**src/rtl/logic_arbiter.sv**
```systemverilog
// logic_arbiter: two-requester arbiter in front of one shared 4-bit logic unit.
// Each accepted operation takes IDLE -> EXEC -> RESP. The result is held in RESP
// until the consumer takes it.
// Optional feature: define LOGIC_ARB_ROUND_ROBIN_EN to alternate the grant on ties.
// When it is undefined, requester 0 always wins a tie.

module and_4bit (
    input  logic [3:0] a,
    input  logic [3:0] b,
    output logic [3:0] y
);
    assign y = a & b;
endmodule

module or_4bit (
    input  logic [3:0] a,
    input  logic [3:0] b,
    output logic [3:0] y
);
    assign y = a | b;
endmodule

module xor_4bit (
    input  logic [3:0] a,
    input  logic [3:0] b,
    output logic [3:0] y
);
    assign y = a ^ b;
endmodule

module logic_arbiter (
    input  logic       clk,
    input  logic       reset,
    input  logic       req0_valid,
    output logic       req0_ready,
    input  logic [1:0] req0_op,
    input  logic [3:0] req0_a,
    input  logic [3:0] req0_b,
    input  logic       req1_valid,
    output logic       req1_ready,
    input  logic [1:0] req1_op,
    input  logic [3:0] req1_a,
    input  logic [3:0] req1_b,
    output logic       res_valid,
    input  logic       res_ready,
    output logic [3:0] res_data,
    output logic       res_id,
    output logic       busy
);

    typedef enum logic [1:0] {
        ST_IDLE = 2'b00,
        ST_EXEC = 2'b01,
        ST_RESP = 2'b10
    } state_t;

    typedef enum logic [1:0] {
        OP_AND  = 2'b00,
        OP_OR   = 2'b01,
        OP_XOR  = 2'b10,
        OP_NAND = 2'b11
    } op_t;

    state_t     state;
    op_t        op_q;
    logic [3:0] a_q;
    logic [3:0] b_q;
    logic       id_q;

`ifdef LOGIC_ARB_ROUND_ROBIN_EN
    logic       last_id;
`endif

    logic       grant_valid;
    logic       grant_id;
    logic [1:0] sel_op;
    logic [3:0] sel_a;
    logic [3:0] sel_b;
    logic [3:0] and_y;
    logic [3:0] or_y;
    logic [3:0] xor_y;
    logic [3:0] result;

    // Grant decision: only in IDLE and never while reset is high.
    always_comb begin
        // NOTE: every output of a combinational block gets a default first, so no path can infer a latch.
        grant_valid = 1'b0;
        grant_id    = 1'b0;
        if (!reset && state == ST_IDLE) begin
            if (req0_valid && req1_valid) begin
                grant_valid = 1'b1;
`ifdef LOGIC_ARB_ROUND_ROBIN_EN
                grant_id    = ~last_id;
`else
                grant_id    = 1'b0;
`endif
            end else if (req0_valid) begin
                grant_valid = 1'b1;
                grant_id    = 1'b0;
            end else if (req1_valid) begin
                grant_valid = 1'b1;
                grant_id    = 1'b1;
            end
        end
    end

    assign req0_ready = grant_valid & ~grant_id;
    assign req1_ready = grant_valid &  grant_id;

    assign sel_op = grant_id ? req1_op : req0_op;
    assign sel_a  = grant_id ? req1_a  : req0_a;
    assign sel_b  = grant_id ? req1_b  : req0_b;

    // One shared instance of each unit. The units are fed only from the latched operands.
    and_4bit u_and (.a(a_q), .b(b_q), .y(and_y));
    or_4bit  u_or  (.a(a_q), .b(b_q), .y(or_y));
    xor_4bit u_xor (.a(a_q), .b(b_q), .y(xor_y));

    // Result select. NAND reuses the AND unit and inverts its output.
    always_comb begin
        result = 4'b0000;
        case (op_q)
            OP_AND:  result = and_y;
            OP_OR:   result = or_y;
            OP_XOR:  result = xor_y;
            OP_NAND: result = ~and_y;
            default: result = 4'b0000;
        endcase
    end

    // Control FSM. All of its outputs are registered.
    always_ff @(posedge clk) begin
        // NOTE: sequential state uses non-blocking assignments only, so every register samples pre-edge values.
        if (reset) begin
            state     <= ST_IDLE;
            res_valid <= 1'b0;
            res_data  <= 4'b0000;
            res_id    <= 1'b0;
            busy      <= 1'b0;
            op_q      <= OP_AND;
            a_q       <= 4'b0000;
            b_q       <= 4'b0000;
            id_q      <= 1'b0;
`ifdef LOGIC_ARB_ROUND_ROBIN_EN
            last_id   <= 1'b1;
`endif
        end else begin
            case (state)
                ST_IDLE: begin
                    if (grant_valid) begin
                        op_q  <= op_t'(sel_op);
                        a_q   <= sel_a;
                        b_q   <= sel_b;
                        id_q  <= grant_id;
                        busy  <= 1'b1;
                        state <= ST_EXEC;
`ifdef LOGIC_ARB_ROUND_ROBIN_EN
                        last_id <= grant_id;
`endif
                    end
                end
                ST_EXEC: begin
                    res_data  <= result;
                    res_id    <= id_q;
                    res_valid <= 1'b1;
                    state     <= ST_RESP;
                end
                ST_RESP: begin
                    if (res_ready) begin
                        res_valid <= 1'b0;
                        busy      <= 1'b0;
                        state     <= ST_IDLE;
                    end
                end
                default: begin
                    res_valid <= 1'b0;
                    busy      <= 1'b0;
                    state     <= ST_IDLE;
                end
            endcase
        end
    end

endmodule

```
**config.mk**
```make
export PLATFORM = sky130hd
export DESIGN_NAME = logic_arbiter
export DESIGN_NICKNAME = d
export VERILOG_FILES = /design/src/rtl/logic_arbiter.sv
export SDC_FILE = /design/constraint.sdc
export NUM_CORES = 1
export LEC_CHECK = 0
export ABC_AREA = 0
export BUFFER_PORTS_ARGS = -buffer_cell sky130_fd_sc_hd__buf_4
export CORE_MARGIN = 2
export CORE_UTILIZATION = 50
export DETAILED_ROUTE_END_ITERATION = 12
export PLACE_DENSITY_LB_ADDON = 0.15
export SETUP_SLACK_MARGIN = 0.3
export SLEW_MARGIN = 20
export SYNTH_ARGS = -nofsm -noshare
export SYNTH_HDL_FRONTEND = slang
export SYNTH_SLANG_ARGS = --single-unit
```
**constraint.sdc**
```tcl
create_clock -name clk -period 1.62 [get_ports clk]
set_input_delay 0.324 -clock clk [delete_from_list [all_inputs] [get_ports clk]]
set_output_delay 0.324 -clock clk [all_outputs]
set_load 0.01 [all_outputs]
```
==> flow_summary.yaml, run 1 <==
sta:
  setup-violations-final: 0
  worst_slack_ns: 0.04257
  drv_slew: 0
  finalClockSkew_ns: 0.003561
  fmax_mhz: 633.9
  whs_ns: 0.2977
  fin_crit_sh_pct: 97.37
  worstMarginPinSlew_ns: 0.5453
  rsz0062_at_grt: "true"
  hold_viol_final: 0
  fin_tns_setup_ns: 0
  slew_headroom_pct: 63.51
  fin_crit_ns: 1.577
power_and_ir_drop:
  finalPower_mw: 1.186
  p_per_area_mw_per_mm2: 722.7
  p_leak_nw: 0.6836
  ir_drop_mv: 0.5567
floorplanning:
  start_util_pct: 53.17
  design.die.area_mm2: 0.002756
  num_rows: 17
  die_x_um: 52.50
  fp.coreArea_mm2: 0.002212
  die_y_um: 52.50
  boundaryPins: 34
run:
  drv_cap: 0
clock_tree:
  cts_tree: "done"
  cts.hold.buffers_added: 0
  htreeDepth: 1
  cts_sinks: 20
  root_buffer: "clkbuf_4"
  cts.clk_slew.worst_paths_ns: 0.10
  cts.path.max_buffers: 2
  cts_buffers: 3
  clk_latency_ns: 0.29
drt:
  wirelength_um: 2988
  drc: 0
  drt_pass1_iterations: 5
  wl_per_cell_um: 15.73
  via_per_inst: 5.721
  vias: 1087
  drt_iter0_drc: 33
  antenna_left: 0
global_routing:
  grt_util_all_layers_pct: 21.70
  grt_max_degree: 15
  grt_pass1_vias: 1000
  grt_pass1_wl_um: 4395
  antenna_found_initial: 0
  grt_overflow: 0
finish:
  drive_gt1_share_pct: 54.94
  diodes: 0
  syn_to_final_growth_pct: 39.57
  nets: 197
  final_cell_area_mm2: 0.001642
  nFillCells: 164
setup_path:
  cp_max_fo: 5
  cp_top_family: "simple AND/OR/NAND/NOR gates"
  startpoint_type: "register"
  slowest_delay_ns: 0.39
  path_cells: "nor3_2 -> and2_1 -> buf_4"
  path_class: "reg -> out"
  worst_ep_arrival_time_ns: 1.25
  cp.buffers_inverters: 1
  timing.critical_path.slowest_stage_cell: "dfxtp_4"
  critPathRequiredTime_ns: 1.30
  crit_path_end_kind: "output pin"
place:
  io_buffers: 33
  gp_congestion: 0.7985
  dp_slack_ns: 0.2143
  place_area_mm2: 0.001420
  dp_hpwl_um: 1999
min_path:
  hp-class: "in -> reg"
synthesis:
  synthArstFlopShare_pct: 0
  synth_cell_types: 27
  yosysTopAreaCellShare_pct: 34.04
  synth.most_common_cell: "dfxtp_1"
  yosys_most_used_dff: "dfxtp_1"
  syn_inst: 125
  synth.ff_latch_count: 20
  syn-num-nets: 158
  synth_warnings: 0
  synth_area_leader_cell: "dfxtp_1"
  synth_edf_count: 0
  avgSynthCellArea_um2: 9.409
  synth_common_cells: "dfxtp_1, a21oi_1, inv_1, nand3_1, mux2i_1"
  seq_area_frac_synth_pct: 34.04
  synthesis.area_mm2: 0.001176
  yosys-top-cells-area: "dfxtp_1, o32ai_2, ha_1, mux2i_1, a21oi_1"
outcome:
  outcome: "finished, final reports clean"
==> metrics by stage <==
stage          utilization (%)  std cells
6_report                 74.21        190
5_1_grt                  74.21        190
4_1_cts                  68.33        187
3_5_place_dp             64.20        179
3_3_place_gp             64.20        179
2_1_floorplan                -        125
==> cell type report <==
cell class                 count  area, um2  share of cell area, %
sequential                    20      419.2                  25.53
timing repair buffer          44      354.1                  21.57
multi-input combinational     85      773.2                  47.10
tap                           28      35.03                  2.134
clock buffer                   3      22.52                  1.372
inverter                      10      37.54                  2.287
==> power by group <==
group          switching (mW)  leakage [nW]  internal [mW]  total (mW)
clock                   0.143        0.0138         0.0864       0.229
sequential             0.0359         0.169          0.533       0.569
combinational           0.182         0.501          0.205       0.388
total                   0.361         0.684          0.825        1.19
==> sequential cells by signal, summed over array words and instances (netlist names) <==
| name | flops |
|---|---|
| res_id | 1 |
| state | 2 |
| a_q | 4 |
| op_q | 2 |
| res_valid | 1 |
| res_data | 4 |
| busy | 1 |
| id_q | 1 |
| b_q | 4 |
==> path summary, 6_finish.rpt <==
check,from,to,slack (ns),depth (start not counted)
setup / recovery,state[0],req0_ready,0.04,3
hold / removal,reset,b_q[3],0.30,2
setup reg to reg,state[0],op_q[1],0.30,4
hold reg to reg,res_data[2],res_data[2],0.47,2
==> per-layer routing <==
| layer | GRT usage, % | vias up | wire length (um) |
|---|---|---|---|
| met5 | 0 | - | 0 |
| met4 | 7.692 | 0 | 25 |
| met3 | 4.857 | 4 | 201 |
| met2 | 35.63 | 52 | 1547 |
| met1 | 27.69 | 508 | 1214 |
| li1 | - | 523 | - |
==> cells in the final DEF (no fill, tap or decap), types with 2 or more instances in the layout <==
| master | count |
|---|---|
| o21a_1 | 2 |
| buf_6 | 3 |
| ha_1 | 5 |
| clkbuf_4 | 3 |
| or3_4 | 2 |
| nor2_1 | 7 |
| buf_4 | 40 |
| dfxtp_2 | 9 |
| ha_4 | 3 |
| nand3_1 | 10 |
| dfxtp_1 | 9 |
| o21ai_1 | 5 |
| inv_1 | 5 |
| o32ai_2 | 6 |
| dfxtp_4 | 2 |
| mux2_2 | 3 |
| nand2b_4 | 2 |
| a31oi_1 | 3 |
| mux2i_1 | 8 |
| inv_2 | 5 |
| a21oi_1 | 15 |
| o21ai_2 | 2 |
==> repair_timing <==
action	CTS	global route
gates resized for setup	13	30
endpoints found under the setup margin	6	17
pin swaps	4	12
setup buffers	4	3
cloned	1	0
==> cell families after synthesis <==
family / synth area share, %
DFF: 34.04
and+or+nand+nor: 11.91
AOI/OAI and AO/OA: 25.00
muxes: 11.49
buffers and inverters: 9.042
adders and majority gates: 8.511
No activity file was read; power rests on OpenSTA's default activity.
==> run 2, diff against run 1 <==
Settings changed: CORE_MARGIN 2 to default.
==> flow_summary.yaml, run 2 (synthesis gave the netlist of run 1 again) <==
sta:
  fin_tns_setup_ns: 0
  fmax_mhz: 661.2
  rsz0062_at_grt: "true"
  hold_viol_final: 0
  fin_crit_ns: 1.512
  worstMarginPinSlew_ns: 0.6118
  slew_headroom_pct: 59.06
  drv_slew: 0
  fin_crit_sh_pct: 93.36
  finalClockSkew_ns: 0.001988
  setup-violations-final: 0
drt:
  drt_pass1_iterations: 4
  drc: 0
  via_per_inst: 5.518
  antenna_left: 0
  wirelength_um: 2943
  drt_iter0_drc: 11
  vias: 1087
  wl_per_cell_um: 14.94
place:
  gp_congestion: 0.8519
  io_buffers: 33
  dp_hpwl_um: 1944
setup_path:
  critPathRequiredTime_ns: 1.30
  cp_max_fo: 4
  reg2reg_slack_ns: 0.31
  startpoint_type: "register"
  rr_startpoint: "a_q[0]"
  crit_path_end_kind: "output pin"
  rr_endpoint: "res_data[0]"
  reg2reg_depth: 5
  worst_ep_arrival_time_ns: 1.19
  path_class: "reg -> out"
clock_tree:
  cts.path.max_buffers: 2
  cts_tree: "done"
  cts.hold.buffers_added: 0
  htreeDepth: 1
  cts_sinks: 20
  clk_latency_ns: 0.30
  cts.clk_slew.worst_paths_ns: 0.11
  cts_buffers: 3
  root_buffer: "clkbuf_4"
power_and_ir_drop:
  p_per_area_mw_per_mm2: 719.4
  seq_power_share_pct: 47.8
  p_leak_nw: 0.7037
  power_frac_comb_pct: 32.3
  finalPower_mw: 1.191
  ir_drop_mv: 0.6434
  p_sw_share_pct: 30.29
  p_sw_mw: 0.3607
  p_int_mw: 0.8301
  pwr-share-clk_pct: 19.9
finish:
  syn_to_final_growth_pct: 40.74
  reg.largest.list: "a_q: 4 flops, b_q: 4 flops, res_data: 4 flops"
  mostFrequentLayoutCell: "buf_4"
  final_cell_mix: "buf_4, a21oi_1, nand3_1, dfxtp_1, mux2i_1"
  nets: 204
  drive_gt1_share_pct: 54.44
  diodes: 0
  nFillCells: 178
floorplanning:
  die_x_um: 50.50
  boundaryPins: 34
  design.die.area_mm2: 0.002550
  start_util_pct: 53.17
  num_rows: 17
  die_y_um: 50.50
  fp.coreArea_mm2: 0.002212
global_routing:
  grt_max_degree: 15
  grt_util_all_layers_pct: 23.69
  antenna_found_initial: 0
  grt_pass1_wl_um: 4388
  grt_pass1_vias: 962
  grt_overflow: 0
min_path:
  holdPathEnd: "state[1]"
  hp-start: "res_ready"
  hp-class: "in -> reg"
  holdPathStages: 4
outcome:
  outcome: "finished, final reports clean"
run:
  drv_cap: 0
run 2: cell count changes in the layout (fill, tap and decap cells not counted), moves of 2 or more:
cell / change
inv_2: -2
o21ai_1: -3
o21ai_0: +2
inv_1: +2
buf_4: +7
nand2b_4: -2
run 2: power by group through the flow:
stage                     combinational [mW]  sequential, mW  clock, mW
after detailed placement               0.289           0.581          0
after floorplan                        0.211           0.560          0
final                                  0.385           0.569      0.237
after global placement                 0.281           0.578          0
after CTS                              0.314           0.565      0.243
after global routing                   0.421           0.574      0.261
run 2: layout make-up:
cell class / instances / area, um2 / share of cell area (%)
clock buffers: 3 / 22.52 / 1.361
repair buffers: 51 / 406.6 / 24.57
multi-input cells: 85 / 735.7 / 44.44
flip-flops and latches: 20 / 417.9 / 25.25
well taps: 28 / 35.03 / 2.116
inverters: 10 / 37.54 / 2.268
run 2: repair_timing:
item | CTS | global route
gates cloned | 0 | 1
pin swaps | 1 | 20
endpoints found under the setup margin | 10 | 17
buffers inserted | 5 | 9
resized for setup | 8 | 26
run 2: how the worst max path moves through the flow:
stage	start	to	slack, ns	depth (start not counted)
global route	state[0]	req1_ready	0.07	3
finish	state[0]	req1_ready	0.11	3
detailed placement	req0_valid	a_q[0]	0.22	4
CTS	state[1]	req1_ready	0.12	3
global placement	state[0]	b_q[3]	0.26	3
floorplan	req1_valid	req1_ready	0.30	4
run 2: metal layers:
| metal | GRT usage [%] | vias to the layer above | routed length [um] |
|---|---|---|---|
| met5 | 0 | - | 0 |
| met4 | 11.57 | 0 | 65 |
| met3 | 2.727 | 7 | 101 |
| met2 | 38.89 | 30 | 1435 |
| met1 | 30.50 | 513 | 1341 |
| li1 | - | 537 | - |
run 2: worst max-delay path, cell delays in order, from the launching register on:
cell	delay (ns)
dfxtp_4	0.38
nor3b_4	0.23
and2_4	0.18
buf_6	0.09
run 2: metrics by stage:
stage	hold slack (ns)	utilization, %	instances	worst slack, ns	instance area, um2
finish	0.2718	74.83	197	0.1076	1655
global route	0.2787	74.83	197	0.06595	1655
CTS	0.2499	67.59	187	0.1185	1495
detailed placement	0.4460	64.20	179	0.2182	1420
global placement	0.4389	64.20	179	0.2590	1420
floorplan	0.4611	-	125	0.3047	1179
